**src/rtl/hazard_pkg.sv**
```systemverilog
// hazard_pkg: shared definitions for the pipeline hazard controller.
//   state_t   : controller FSM encoding (RUN = normal, HOLD = second stall
//               cycle of a branch that depends on a load in EX)
//   CNT_W     : width of the stall / flush event counters
//   REG_W     : register-specifier width
//   hazard_t  : the individual hazard conditions evaluated in RUN
//   reg_match : "producer dst equals consumer src, and src is not $0"
package hazard_pkg;

  localparam int CNT_W = 16;
  localparam int REG_W = 5;

  typedef enum logic {
    RUN  = 1'b0,
    HOLD = 1'b1
  } state_t;

  // One flag per hazard class; priority is resolved in the controller.
  typedef struct packed {
    logic br_load_ex;   // branch needs a value a load in EX has not fetched yet
    logic br_alu_ex;    // branch needs an ALU result still in EX
    logic br_load_mem;  // branch needs a value a load in MEM is still reading
    logic load_use;     // non-branch consumer of a load in EX
  } hazard_t;

  // $0 is hardwired to zero, so a write to it never creates a dependency.
  function automatic logic reg_match(input logic [REG_W-1:0] dst,
                                     input logic [REG_W-1:0] src);
    return (dst == src) && (src != '0);
  endfunction

endpackage

```
**src/rtl/hazard_ctrl_if.sv**
```systemverilog
// hazard_ctrl_if: bundle between the pipeline datapath and the hazard
// controller.
//   Inputs to the controller (driven by the pipeline, modport master):
//     IF_ID_rs / IF_ID_rt   source registers of the instruction in ID
//     uses_rt               ID instruction actually reads rt
//     branch / branch_taken ID-resolved branch and its compare result
//     ID_EX_mem_read / ID_EX_reg_write / ID_EX_rd   EX-stage producer
//     EX_MEM_mem_read / EX_MEM_rd                    MEM-stage producer
//   Outputs of the controller (modport slave):
//     pc_write, IF_ID_write, ID_EX_bubble, IF_ID_flush   pipeline controls
//     stall_count, flush_count                           saturating counters
interface hazard_ctrl_if;
  import hazard_pkg::*;

  logic [REG_W-1:0] IF_ID_rs;
  logic [REG_W-1:0] IF_ID_rt;
  logic             uses_rt;
  logic             branch;
  logic             branch_taken;
  logic             ID_EX_mem_read;
  logic             ID_EX_reg_write;
  logic [REG_W-1:0] ID_EX_rd;
  logic             EX_MEM_mem_read;
  logic [REG_W-1:0] EX_MEM_rd;

  logic             pc_write;
  logic             IF_ID_write;
  logic             ID_EX_bubble;
  logic             IF_ID_flush;
  logic [CNT_W-1:0] stall_count;
  logic [CNT_W-1:0] flush_count;

  // Pipeline side.
  modport master (
    output IF_ID_rs, IF_ID_rt, uses_rt, branch, branch_taken,
           ID_EX_mem_read, ID_EX_reg_write, ID_EX_rd,
           EX_MEM_mem_read, EX_MEM_rd,
    input  pc_write, IF_ID_write, ID_EX_bubble, IF_ID_flush,
           stall_count, flush_count
  );

  // Hazard controller side.
  modport slave (
    input  IF_ID_rs, IF_ID_rt, uses_rt, branch, branch_taken,
           ID_EX_mem_read, ID_EX_reg_write, ID_EX_rd,
           EX_MEM_mem_read, EX_MEM_rd,
    output pc_write, IF_ID_write, ID_EX_bubble, IF_ID_flush,
           stall_count, flush_count
  );

endinterface

```
**src/rtl/sat_counter.sv**
```systemverilog
// sat_counter: W-bit event counter that sticks at all-ones.
//   clk   : clock, counts on rising edge
//   rstn  : asynchronous active-low clear
//   inc   : count this cycle
//   count : current value
module sat_counter #(
  parameter int W = 16
) (
  input  logic         clk,
  input  logic         rstn,
  input  logic         inc,
  output logic [W-1:0] count
);

  logic [W-1:0] count_reg;

  always_ff @(posedge clk or negedge rstn) begin
    if (!rstn) begin
      count_reg <= '0;
    end else if (inc && (count_reg != '1)) begin
      count_reg <= count_reg + 1'b1;
    end
  end

  assign count = count_reg;

endmodule

```
**src/rtl/hazard_ctrl.sv**
```systemverilog
// hazard_ctrl: stall / flush controller for a 5-stage pipeline whose branches
// resolve in ID with forwarded operands.
//   clk  : clock
//   rstn : asynchronous active-low reset
//   hz   : hazard_ctrl_if.slave -- ID/EX/MEM hazard inputs, pipeline control
//          outputs (pc_write, IF_ID_write, ID_EX_bubble, IF_ID_flush) and the
//          saturating stall / flush counters.
// Control outputs are purely combinational from state and inputs so the
// pipeline sees them in the same cycle the hazard appears.
module hazard_ctrl
  import hazard_pkg::*;
(
  input  logic         clk,
  input  logic         rstn,
  hazard_ctrl_if.slave hz
);

  state_t  state_reg;
  state_t  state_next;
  hazard_t hazard;
  logic    dep_ex;
  logic    dep_mem;
  logic    stall;
  logic    flush;

  // Dependency of the ID instruction on the EX / MEM destination. rt only
  // counts when the instruction really reads it (I-type ALU ops and loads
  // carry a destination in the rt field).
  assign dep_ex  = reg_match(hz.ID_EX_rd, hz.IF_ID_rs) ||
                   (hz.uses_rt && reg_match(hz.ID_EX_rd, hz.IF_ID_rt));
  assign dep_mem = reg_match(hz.EX_MEM_rd, hz.IF_ID_rs) ||
                   (hz.uses_rt && reg_match(hz.EX_MEM_rd, hz.IF_ID_rt));

  always_comb begin
    hazard             = '0;
    hazard.br_load_ex  = hz.branch && hz.ID_EX_mem_read && dep_ex;
    hazard.br_alu_ex   = hz.branch && hz.ID_EX_reg_write &&
                         !hz.ID_EX_mem_read && dep_ex;
    hazard.br_load_mem = hz.branch && hz.EX_MEM_mem_read && dep_mem;
    // A branch consumer is fully covered by the branch rules above.
    hazard.load_use    = !hz.branch && hz.ID_EX_mem_read && dep_ex;
  end

  always_ff @(posedge clk or negedge rstn) begin
    if (!rstn) begin
      state_reg <= RUN;
    end else begin
      state_reg <= state_next;
    end
  end

  always_comb begin
    state_next = state_reg;
    stall      = 1'b0;
    flush      = 1'b0;
    case (state_reg)
      RUN: begin
        if (hazard.br_load_ex) begin
          // Load data reaches forwarding only after MEM, so the branch must
          // wait two cycles; HOLD supplies the second one.
          stall      = 1'b1;
          state_next = HOLD;
        end else if (hazard.br_alu_ex || hazard.br_load_mem ||
                     hazard.load_use) begin
          stall      = 1'b1;
          state_next = RUN;
        end else begin
          // Only a branch that is actually evaluated this cycle may squash
          // the wrong-path fetch; a stalled branch's compare is stale.
          flush      = hz.branch && hz.branch_taken;
          state_next = RUN;
        end
      end
      HOLD: begin
        stall      = 1'b1;
        state_next = RUN;
      end
      default: begin
        state_next = RUN;
      end
    endcase
  end

  // Reset overrides the controls: freeze fetch and feed bubbles downstream.
  always_comb begin
    if (!rstn) begin
      hz.pc_write     = 1'b0;
      hz.IF_ID_write  = 1'b0;
      hz.ID_EX_bubble = 1'b1;
      hz.IF_ID_flush  = 1'b0;
    end else begin
      hz.pc_write     = !stall;
      hz.IF_ID_write  = !stall;
      hz.ID_EX_bubble = stall;
      hz.IF_ID_flush  = flush;
    end
  end

  // Counter 0 tracks stall cycles, counter 1 tracks flush cycles.
  logic [1:0]       cnt_inc;
  logic [CNT_W-1:0] cnt_val [2];

  assign cnt_inc[0] = rstn && stall;
  assign cnt_inc[1] = hz.IF_ID_flush;

  for (genvar gi = 0; gi < 2; gi++) begin : g_cnt
    sat_counter #(.W(CNT_W)) u_cnt (
      .clk   (clk),
      .rstn  (rstn),
      .inc   (cnt_inc[gi]),
      .count (cnt_val[gi])
    );
  end

  assign hz.stall_count = cnt_val[0];
  assign hz.flush_count = cnt_val[1];

endmodule

```
**src/flat_wrapper.sv**
```systemverilog
// flat-port wrapper written by rule: the top's interface ports become plain ports
module hazard_ctrl_flat import hazard_pkg::*;
  (clk, rstn, hz_IF_ID_rs, hz_IF_ID_rt, hz_uses_rt, hz_branch, hz_branch_taken, hz_ID_EX_mem_read, hz_ID_EX_reg_write, hz_ID_EX_rd, hz_EX_MEM_mem_read, hz_EX_MEM_rd, hz_pc_write, hz_IF_ID_write, hz_ID_EX_bubble, hz_IF_ID_flush, hz_stall_count, hz_flush_count);
  hazard_ctrl_if hz_i ();
  input  logic clk;
  input  logic rstn;
  input wire logic [$bits(hz_i.IF_ID_rs)-1:0] hz_IF_ID_rs;
  input wire logic [$bits(hz_i.IF_ID_rt)-1:0] hz_IF_ID_rt;
  input wire logic [$bits(hz_i.uses_rt)-1:0] hz_uses_rt;
  input wire logic [$bits(hz_i.branch)-1:0] hz_branch;
  input wire logic [$bits(hz_i.branch_taken)-1:0] hz_branch_taken;
  input wire logic [$bits(hz_i.ID_EX_mem_read)-1:0] hz_ID_EX_mem_read;
  input wire logic [$bits(hz_i.ID_EX_reg_write)-1:0] hz_ID_EX_reg_write;
  input wire logic [$bits(hz_i.ID_EX_rd)-1:0] hz_ID_EX_rd;
  input wire logic [$bits(hz_i.EX_MEM_mem_read)-1:0] hz_EX_MEM_mem_read;
  input wire logic [$bits(hz_i.EX_MEM_rd)-1:0] hz_EX_MEM_rd;
  output wire logic [$bits(hz_i.pc_write)-1:0] hz_pc_write;
  output wire logic [$bits(hz_i.IF_ID_write)-1:0] hz_IF_ID_write;
  output wire logic [$bits(hz_i.ID_EX_bubble)-1:0] hz_ID_EX_bubble;
  output wire logic [$bits(hz_i.IF_ID_flush)-1:0] hz_IF_ID_flush;
  output wire logic [$bits(hz_i.stall_count)-1:0] hz_stall_count;
  output wire logic [$bits(hz_i.flush_count)-1:0] hz_flush_count;
  assign hz_i.IF_ID_rs = hz_IF_ID_rs;
  assign hz_i.IF_ID_rt = hz_IF_ID_rt;
  assign hz_i.uses_rt = hz_uses_rt;
  assign hz_i.branch = hz_branch;
  assign hz_i.branch_taken = hz_branch_taken;
  assign hz_i.ID_EX_mem_read = hz_ID_EX_mem_read;
  assign hz_i.ID_EX_reg_write = hz_ID_EX_reg_write;
  assign hz_i.ID_EX_rd = hz_ID_EX_rd;
  assign hz_i.EX_MEM_mem_read = hz_EX_MEM_mem_read;
  assign hz_i.EX_MEM_rd = hz_EX_MEM_rd;
  assign hz_pc_write = hz_i.pc_write;
  assign hz_IF_ID_write = hz_i.IF_ID_write;
  assign hz_ID_EX_bubble = hz_i.ID_EX_bubble;
  assign hz_IF_ID_flush = hz_i.IF_ID_flush;
  assign hz_stall_count = hz_i.stall_count;
  assign hz_flush_count = hz_i.flush_count;
  hazard_ctrl u_core (.clk(clk), .rstn(rstn), .hz(hz_i));
endmodule
```
**config.mk**
```make
export PLATFORM = sky130hd
export DESIGN_NAME = hazard_ctrl_flat
export DESIGN_NICKNAME = d
export VERILOG_FILES = /design/src/rtl/hazard_pkg.sv /design/src/rtl/hazard_ctrl_if.sv /design/src/rtl/sat_counter.sv /design/src/rtl/hazard_ctrl.sv /design/src/flat_wrapper.sv
export SDC_FILE = /design/constraint.sdc
export NUM_CORES = 1
export LEC_CHECK = 0
export CAP_MARGIN = 5
export CORE_MARGIN = 3
export CORE_UTILIZATION = 49
export DETAILED_ROUTE_END_ITERATION = 16
export PLACE_DENSITY = 0.84
export SLEW_MARGIN = 20
export SYNTH_ARGS = -nofsm -noshare
export SYNTH_HDL_FRONTEND = slang
export SYNTH_SLANG_ARGS = --single-unit
```
**constraint.sdc**
```tcl
create_clock -name clk -period 5 [get_ports clk]
set_clock_uncertainty 0.05 [all_clocks]
set_input_delay 0.5 -clock clk [delete_from_list [all_inputs] [get_ports clk]]
set_output_delay 0.5 -clock clk [all_outputs]
set_load 0.03 [all_outputs]
```
Yosys cells after proc, flatten, opt, wreduce, memory -nomap -nowiden
Index checks and enable logic that the tools add are counted.
Operators by class
  equality and inequality tests: 6
  mux-type cells: 11
  bitwise logic cells: 1
  $add $sub $neg: 2
  reductions and logical operators: 28
Operator list (count)
  adder 16 x 1 -> 16 bit, second input constant: 2
  inequality test 16 bit, second input constant: 2
  equality test 5 bit: 4
  logical AND 1 bit: 19
  nonzero test 5 bit: 2
  two-way mux 1 bit: 9
  logical OR 1 bit: 4
  case mux 1 bit (2 select lines): 2
  logical NOT 1 bit: 3
  NOT 1 bit: 1
Word-level totals
  word-level logic and storage cells: 51
  register bits after elaboration: 33
  input bits: 28
  output and inout bits: 36

Depth between registers and ports, before layout
Gate-level depths: netlist of the first run.
  depth after elaboration: 12
  gate-level depth with buffers: 8
  depth with buffers taken out: 7

Cells and area by module
Synthesis of the first run repeated with hierarchy kept, for this count alone.
Unflattened totals
  cell total of the unflattened synthesis: 190
  area, all modules: 2079.5 um2
By module, submodules not included
  sat_counter: area each 859.6 um2, instances 2, cells an instance 72, seq. area each 400.4 um2
  hazard_ctrl: area each 360.3 um2, instances 1, cells an instance 46, seq. area each 25.0 um2

Least setup slack after synthesis of the first run
No wires, ideal clock.
  path type: input -> output
  start: in hz_IF_ID_rt[1]
  end: out hz_ID_EX_bubble
  data required time: 4450 ps
  stages: 8
  path buffers: 1
  data arrival time: 2408 ps
  setup slack: 2042 ps
  cells stage by stage: or4_1 -> o21ai_1 -> nor4_1 -> a31oi_1 -> o221a_2 -> buf_2 -> and2_1 -> inv_1
On the way
  word-level cells in the longest chain between the ends: 11
  elaborated cells between the ends (all ways): 19
  classes of those cells: eq/ne (2); mux (4); reduce/logical (13)
Ends and longest elaborated chain
  from (decl): RTL line flat_wrapper.sv:8  | input wire logic [$bits(hz_i.IF_ID_rt)-1:0] hz_IF_ID_rt;
  equality test 5 bit or nonzero test 5 bit (tied branches): RTL line hazard_pkg.sv:29  | return (dst == src) && (src != '0);
  logical AND 1 bit: RTL line hazard_pkg.sv:29
  logical AND 1 bit (on tied branches): RTL line hazard_ctrl.sv:30, hazard_ctrl.sv:32
  logical OR 1 bit (on tied branches): RTL line hazard_ctrl.sv:29, hazard_ctrl.sv:31
  logical AND 1 bit (on tied branches): RTL line hazard_ctrl.sv:38, hazard_ctrl.sv:39
  logical OR 1 bit (2 in a row): RTL line hazard_ctrl.sv:63  | end else if (hazard.br_alu_ex || hazard.br_load_mem ||
  two-way mux 1 bit: RTL line hazard_ctrl.sv:63
  two-way mux 1 bit (*): RTL line hazard_ctrl.sv:58  | if (hazard.br_load_ex) begin
  case mux 1 bit (2 select lines) (*): RTL line hazard_ctrl.sv:56  | case (state_reg)
  two-way mux 1 bit (*): RTL line hazard_ctrl.sv:86  | if (!rstn) begin
  to (decl): RTL line flat_wrapper.sv:19  | output wire logic [$bits(hz_i.ID_EX_bubble)-1:0] hz_ID_EX_bubble;
Every way passes the cells marked *; elsewhere a longest branch is shown, timed or not.

Worst setup path after layout of the first run
  start: in hz_IF_ID_rt[1]
  end: out hz_IF_ID_flush
On the way
  word-level cells in the longest chain between the ends: 11
  elaborated cells between the ends (all ways): 19
  classes of those cells: eq/ne (2); mux (4); reduce/logical (13)
Ends and longest elaborated chain
  equality test 5 bit or nonzero test 5 bit (tied branches): RTL line hazard_pkg.sv:29
  logical AND 1 bit: RTL line hazard_pkg.sv:29
  logical AND 1 bit (on tied branches): RTL line hazard_ctrl.sv:30, hazard_ctrl.sv:32
  logical OR 1 bit (on tied branches): RTL line hazard_ctrl.sv:29, hazard_ctrl.sv:31
  logical AND 1 bit (on tied branches): RTL line hazard_ctrl.sv:38, hazard_ctrl.sv:39
  logical OR 1 bit (2 in a row): RTL line hazard_ctrl.sv:63
  two-way mux 1 bit: RTL line hazard_ctrl.sv:63
  two-way mux 1 bit (*): RTL line hazard_ctrl.sv:58
  two-way mux 1 bit (*): RTL line hazard_ctrl.sv:56
  two-way mux 1 bit (*): RTL line hazard_ctrl.sv:86
  to (decl): RTL line flat_wrapper.sv:20  | output wire logic [$bits(hz_i.IF_ID_flush)-1:0] hz_IF_ID_flush;
Marks and branches as above.

==> results of run 1 <==
-- power by group --
group,internal (mW),switching [mW]
Sequential,0.295,0.0359
Combinational,0.109,0.127
Clock,0.162,0.0921
-- kinds of logic after synthesis --
kind of cell	count (synthesis)	share of synthesized area, %
xor gates and xnor gates	48	22.2
adders and majority gates	2	1.32
muxes	4	2.38
and+or+nand+nor	92	26.3
DFF	33	43.6
AOI/OAI and AO/OA	5	1.78
buffers and inverters	9	2.51
-- synthesized netlist by cell type --
| cell type | n |
|---|---|
| nor2_1 | 8 |
| nor4_1 | 11 |
| nor3b_1 | 1 |
| mux2_2 | 2 |
| dfrtp_1 | 33 |
| buf_6 | 1 |
| nor2b_1 | 1 |
| buf_2 | 2 |
| o221a_2 | 1 |
| xnor2_1 | 19 |
| and2_1 | 3 |
| and3_1 | 7 |
| clkbuf_1 | 3 |
| a21oi_1 | 1 |
| or4_1 | 2 |
| mux2_1 | 2 |
| xor2_1 | 29 |
| inv_1 | 2 |
| nand3_1 | 21 |
| o21ai_1 | 1 |
| nand4_1 | 10 |
| nand2_1 | 13 |
| and4_1 | 2 |
| a31oi_1 | 2 |
| nand2b_1 | 1 |
| buf_4 | 1 |
| nor3_1 | 10 |
| nor4b_1 | 2 |
| ha_1 | 2 |
-- per-stage QoR --
step / setup slack [ns] / utilization, % / cells
after floorplan: 2.04 / - / 193
after global placement: 1.11 / 72.5 / 297
after detailed placement: 0.966 / 72.5 / 297
after CTS: 0.955 / 75.8 / 305
after global routing: 0.742 / 76.0 / 305
final: 0.967 / 76.0 / 305
-- critical path, stage by stage --
cell             delay (ns)
clkdlybuf4s50_1        0.47
or4_1                  0.54
o21ai_1                0.20
nor4_1                 0.10
a31oi_1                0.21
o221a_2                0.23
buf_4                  0.29
and4_1                 0.24
clkdlybuf4s50_1        0.69
-- routing by layer --
layer | global-route usage, % | up-vias
met3 | 6.73 | 7
met4 | 5.46 | 0
met1 | 25.1 | 769
met2 | 33.7 | 66
met5 | 0 | -
li1 | - | 822
-- how the worst min path moves through the flow --
stage,start,end
after global routing,rstn,u_core.g_cnt[1].u_cnt.count[0]
final,rstn,u_core.g_cnt[1].u_cnt.count[0]
after global placement,u_core.state_reg,u_core.state_reg
after detailed placement,u_core.state_reg,u_core.state_reg
after CTS,rstn,u_core.g_cnt[1].u_cnt.count[0]
after floorplan,rstn,u_core.g_cnt[0].u_cnt.count[0]
-- area by class of cell --
class	instances	area, sq um
Multi-Input combinational cell	151	1030
Fill cell	270	846
Sequential cell	33	826
Timing Repair Buffer	65	641
Clock buffer	7	86.3
Tap cell	46	57.6
Clock inverter	1	30.0
Inverter	2	7.51
-- cells in the final DEF (no fill, tap or decap), types with 2 or more instances in the layout --
master and instances:
clkdlybuf4s50_1 62, dfrtp_1 33, xor2_1 29, nand3_1 21
xnor2_1 19, nand2_1 13, nor4_1 11, nand4_1 10
nor3_1 9, nor2_1 8, and3_1 7, clkbuf_8 6
and2_1 3, or4_1 2, a31oi_1 2, and4_1 2
inv_1 2, mux2_2 2, mux2_1 2, nor4b_1 2
ha_1 2, buf_4 2
==> run metrics, run 1 <==
worst hold slack=0.219 ns; CP startpoint=hz_IF_ID_rt[1]; # Max-Cap Violations=0; post-synth top area cell=dfrtp_1; Leakage=1.12 nW; die height=68.2 um; Slew Limit Headroom=43.4%; Mapped Area=around 1900 sq um; WL met2=about 2.1 mm; Fmax achieved=248 MHz; Worst Hold Class=in -> async; DR iter-0 viols=133; Post-DRT Antenna Nets=0; hold_buf cts=0; top cells by area, synth=dfrtp_1 (44%), xor2_1 (13%), xnor2_1 (8.8%); met1 WL=around 1.8 mm; post-synth net total=223; vias per cell=5.46; clock tree root buffer cell=clkbuf_8; Worst Setup End Kind=primary output; Tcrit/Tclk final=80.7%; data arrival time of the worst path=3.48 ns; Worst-path clk slew=roughly 0.070 ns; clock latency on the worst-skew pair=0.27 ns; die area=roughly 4700 sq um; Worst Reg-to-Reg Cells=7; setup TNS=0 ns; Critical Path End=hz_IF_ID_flush; Final GP Congestion=between 0.8 and 0.9; First-pass DRT Iterations=4; outcome=complete, no violations; ant diodes=0; Slew Limit Fails=0; Final Hold Viols=0; r2r endpoint=u_core.g_cnt[1].u_cnt.count[1]; worst-path fanout max=32; Avg WL per Cell=14.0 um; IO buf count=63; Layout area overhead=41.1%; max reg flops=32; DRC errors left=0; # resized after CTS=0; DR top layer=met4; Die Span X=68.2 um; Tot Pwr=0.821 mW; Num CTS Buffers=5; share of layout cells above drive strength 1=5.41%; post-synth cell types=29; RR Startpoint=u_core.g_cnt[1].u_cnt.count[7]; Least-Margin Pin Slew=between 0.8 and 0.9 ns; Post-DP Area=roughly 2600 sq um; largest net degree at the start of global routing=44; final net count=~290; grt total ovfl=0; Met3 Routed Length=302 um; Gate Count Post-Synth=193; TritonCTS clock tree=yes; Final HPWL DP=3.28 mm; first-pass GRT wire length=between 7 and 8 mm; clock buffer depth=2; Yosys Warn Count=0; post-CTS setup buffers=0; register area share after synthesis=43.6%; power per standard cell area=307 nW/um^2; Initial Util=53.8%; core area=3520 sq um; syn avg cell area=around 9.8 sq um; share of the synthesized area in the top cell type=43.6%; CTS Sinks=33; io pins=64; WS Path Type=in -> out; final instance area=2680 sq um; H-tree depth=2; GRT Util Overall=20.3%; final WL=4.27 mm; RSZ-0062 raised after global routing=false; r2r setup slk=~2.6 ns; number of global-route vias before repair=1588; min Tclk post-route=between 4 and 5 ns; # rows=21; Finish-stage setup viols=0; CP Launch Type=primary input; Vias=1664; Critical Path RT=4.45 ns; antenna violations before repair=0; Yosys reg bits=33; peak supply drop=0.213 mV
No activity file was read; power rests on OpenSTA's default activity.
==> run 2: changes to the inputs <==
--- a/config.mk
+++ b/config.mk
@@ -7,9 +7,9 @@
 export LEC_CHECK = 0
 export CAP_MARGIN = 5
 export CORE_MARGIN = 3
-export CORE_UTILIZATION = 49
+export CORE_UTILIZATION = 41
 export DETAILED_ROUTE_END_ITERATION = 16
-export PLACE_DENSITY = 0.84
+export PLACE_DENSITY = 0.75
 export SLEW_MARGIN = 20
 export SYNTH_ARGS = -nofsm -noshare
 export SYNTH_HDL_FRONTEND = slang
==> constraint.sdc (replaced) <==
create_clock -name clk -period 3.6 [get_ports clk]
set_clock_uncertainty 0.05 [all_clocks]
set_input_delay 0.36 -clock clk [delete_from_list [all_inputs] [get_ports clk]]
set_output_delay 0.36 -clock clk [all_outputs]
set_load 0.03 [all_outputs]
==> run 2 against run 1 <==
Effect of this change: clock power is 22% higher; highest routed layer unchanged; first-iteration DRC count is 23% lower; hold slack better by 0.17 ns.
==> run metrics, run 2 (synthesis gave the netlist of run 1 again) <==
peak supply drop=0.168 mV (-21%); r2r setup slk=1.38 ns (-1.21 ns); Vias=1681 (+1.0%); power per standard cell area=410 nW/um^2 (+34%); FF+latch area=826 sq um (unchanged); Post-DRT Antenna Nets=0 (unchanged); ant diodes=0 (unchanged); worst hold slack=0.391 ns (+0.172 ns); data arrival time of the worst path=2.91 ns (-0.57 ns); Tot Pwr=1.10 mW (+34%); clock buffer depth=2 (unchanged); CP Launch Type=primary input; Multi-input gate area=1020 sq um (-0.49%); Worst-path clk slew=0.07 ns (about the same); worst hold endpoint=u_core.state_reg; RSZ-0062 raised after global routing=false; Final GP Congestion=0.795 (-5.1%); Least-Margin Pin Slew=0.463 ns (-0.383 ns); antenna violations before repair=0 (unchanged); # rows=24 (+14%); final instance area=2680 sq um (+0.19%); worst-path fanout max=3 (-91%); vias per cell=5.35 (-1.9%); largest net degree at the start of global routing=32 (-27%); CP dominant cell by count=clkdlybuf4s50_1; Net Sw Frac=33.3% (+2.3 points); Final Hold Viols=0 (unchanged); critical-path cell list=clkdlybuf4s50_1 -> or4_1 -> o21ai_1 -> nor4_1 -> a31oi_1 -> o221a_2 -> and2_1 -> inv_1 -> clkdlybuf4s50_1; Worst Setup End Kind=primary output; core area=4410 sq um (+25%); CP peak stage delay=0.58 ns (-0.11 ns); Leakage=1.14 nW (+1.3%); die area=5480 sq um (+18%); Net Sw Power=0.366 mW (+44%); share of layout cells above drive strength 1=7.25% (+1.8 points); slowest stage cell, crit path=clkdlybuf4s50_1; # Max-Cap Violations=0 (unchanged); Avg WL per Cell=13.8 um (-1.7%); GRT Util Overall=17.2% (-3.0 points); Slew Limit Headroom=69.1% (+26 points); first-pass GRT wire length=7.23 mm (+1.6%); Finish-stage setup viols=0 (unchanged); Num CTS Buffers=5 (unchanged); IO buf count=63 (unchanged); Critical Path RT=3.19 ns (-1.26 ns); final WL=4.33 mm (+1.2%); Tcrit/Tclk final=92.1%; critical path buffer and inverter count=3 (unchanged); clock latency on the worst-skew pair=0.29 ns (+0.02 ns); final net count=291 (+1.0%); design internal power=0.733 mW (+29%); Slew Limit Fails=0 (unchanged); max reg flops=32 (unchanged); Worst Reg-to-Reg Cells=7 (unchanged); WS Path Type=in -> out; outcome=complete, no violations; Post-DP Area=2570 sq um (+0.59%); number of global-route vias before repair=1613 (+1.6%); worst hold stages=1; RR Startpoint=u_core.g_cnt[0].u_cnt.count[2]; Final HPWL DP=3.31 mm (+0.79%); First-pass DRT Iterations=4 (unchanged); grt total ovfl=0 (unchanged); TritonCTS clock tree=yes; Die Span X=74.0 um (+8.5%); DR iter-0 viols=102 (-23%); CTS Sinks=33 (unchanged); setup TNS=0 ns (unchanged); Filler Cells Inserted=406 (+50%); final cell count without fillers=314 (+3.0%); most common cell after layout, fill and taps aside=clkdlybuf4s50_1; hold_sp=u_core.state_reg; r2r endpoint=u_core.g_cnt[0].u_cnt.count[1]; min Tclk post-route=3.32 ns; DRC errors left=0 (unchanged); Worst path top cell family by delay=buffers and inverters; Layout area overhead=41.4%; Worst Hold Class=reg -> reg; H-tree depth=2 (unchanged); clock tree root buffer cell=clkbuf_8; cell count after placement=305 (+2.7%); Logic pwr share=29.6% (+0.9 points); Sequential Power Share=42.1% (+1.8 points); die height=74.0 um (+8.5%); Initial Util=42.9% (-11 points); most frequent cells in the layout=clkdlybuf4s50_1 (59), dfrtp_1 (33), xor2_1 (29); io pins=64 (unchanged); Fmax achieved=302 MHz; clock network fraction of design power=28.2% (-2.8 points)
run 2: cell type report:
type	count	share of cell area, %
multi-input cells	151	38.1
flip-flops and latches	33	30.8
repair buffers	68	24.6
clock buffers	7	3.59
well taps	52	2.43
inverters	2	0.280
clock inverters	1	0.187
run 2: worst max path at each step:
stage	startpoint	endpoint	slack, ns	cells after the start
after floorplan	hz_IF_ID_rt[1]	hz_ID_EX_bubble	0.92	8
after global placement	hz_IF_ID_rt[1]	hz_ID_EX_bubble	0.35	9
after detailed placement	hz_IF_ID_rt[1]	hz_ID_EX_bubble	0.28	9
after CTS	hz_IF_ID_rt[1]	hz_ID_EX_bubble	0.28	9
after global routing	hz_IF_ID_rt[1]	hz_ID_EX_bubble	0.1	9
final	hz_IF_ID_rt[1]	hz_ID_EX_bubble	0.28	9
run 2: what timing repair did:
action | 4_1_cts | 5_1_grt
endpoints found under the hold margin | 14 | 0
hold buffers | 1 | 0
setup buffers | 0 | 0
resized for setup | 0 | 0
run 2: power groups by stage:
stage          combinational, mW  sequential, mW  clock [mW]
2_1_floorplan              0.101           0.537           0
3_3_place_gp               0.324           0.469           0
3_5_place_dp               0.329           0.470           0
4_1_cts                    0.330           0.463       0.318
5_1_grt                    0.353           0.471       0.334
6_report                   0.326           0.463       0.310
run 2: layer usage:
metal / vias to the layer above / track usage (%) / wire (um)
met4: 0 / 9.05 / 153
met1: 771 / 21.0 / 1760
li1: 823 / - / -
met2: 74 / 27.4 / 2070
met5: - / 0 / 0
met3: 13 / 5.27 / 343
run 2: through the flow:
step | worst slack, ns | utilization (%)
after global placement | 0.347 | 58.2
after detailed placement | 0.279 | 58.2
after CTS | 0.282 | 60.7
after floorplan | 0.922 | -
final | 0.283 | 60.7
after global routing | 0.0956 | 60.7
run 2: worst reg2reg max path: stages, from the launching register on:
cell,delay [ns]
dfrtp_1,0.45
and4_1,0.25
and3_1,0.19
nand2_1,0.21
nor3_1,0.10
buf_4,0.18
nor3b_1,0.31
mux2_2,0.37
==> run 3: changes to the inputs <==
--- a/config.mk
+++ b/config.mk
@@ -8,6 +8,7 @@
 export CAP_MARGIN = 5
 export CORE_MARGIN = 3
 export CORE_UTILIZATION = 41
+export CTS_CLUSTER_DIAMETER = 150
 export DETAILED_ROUTE_END_ITERATION = 16
 export PLACE_DENSITY = 0.75
 export SLEW_MARGIN = 20
==> results of run 3 <==
Same layout as run 2: the final DEF is identical, and so are final timing and power.
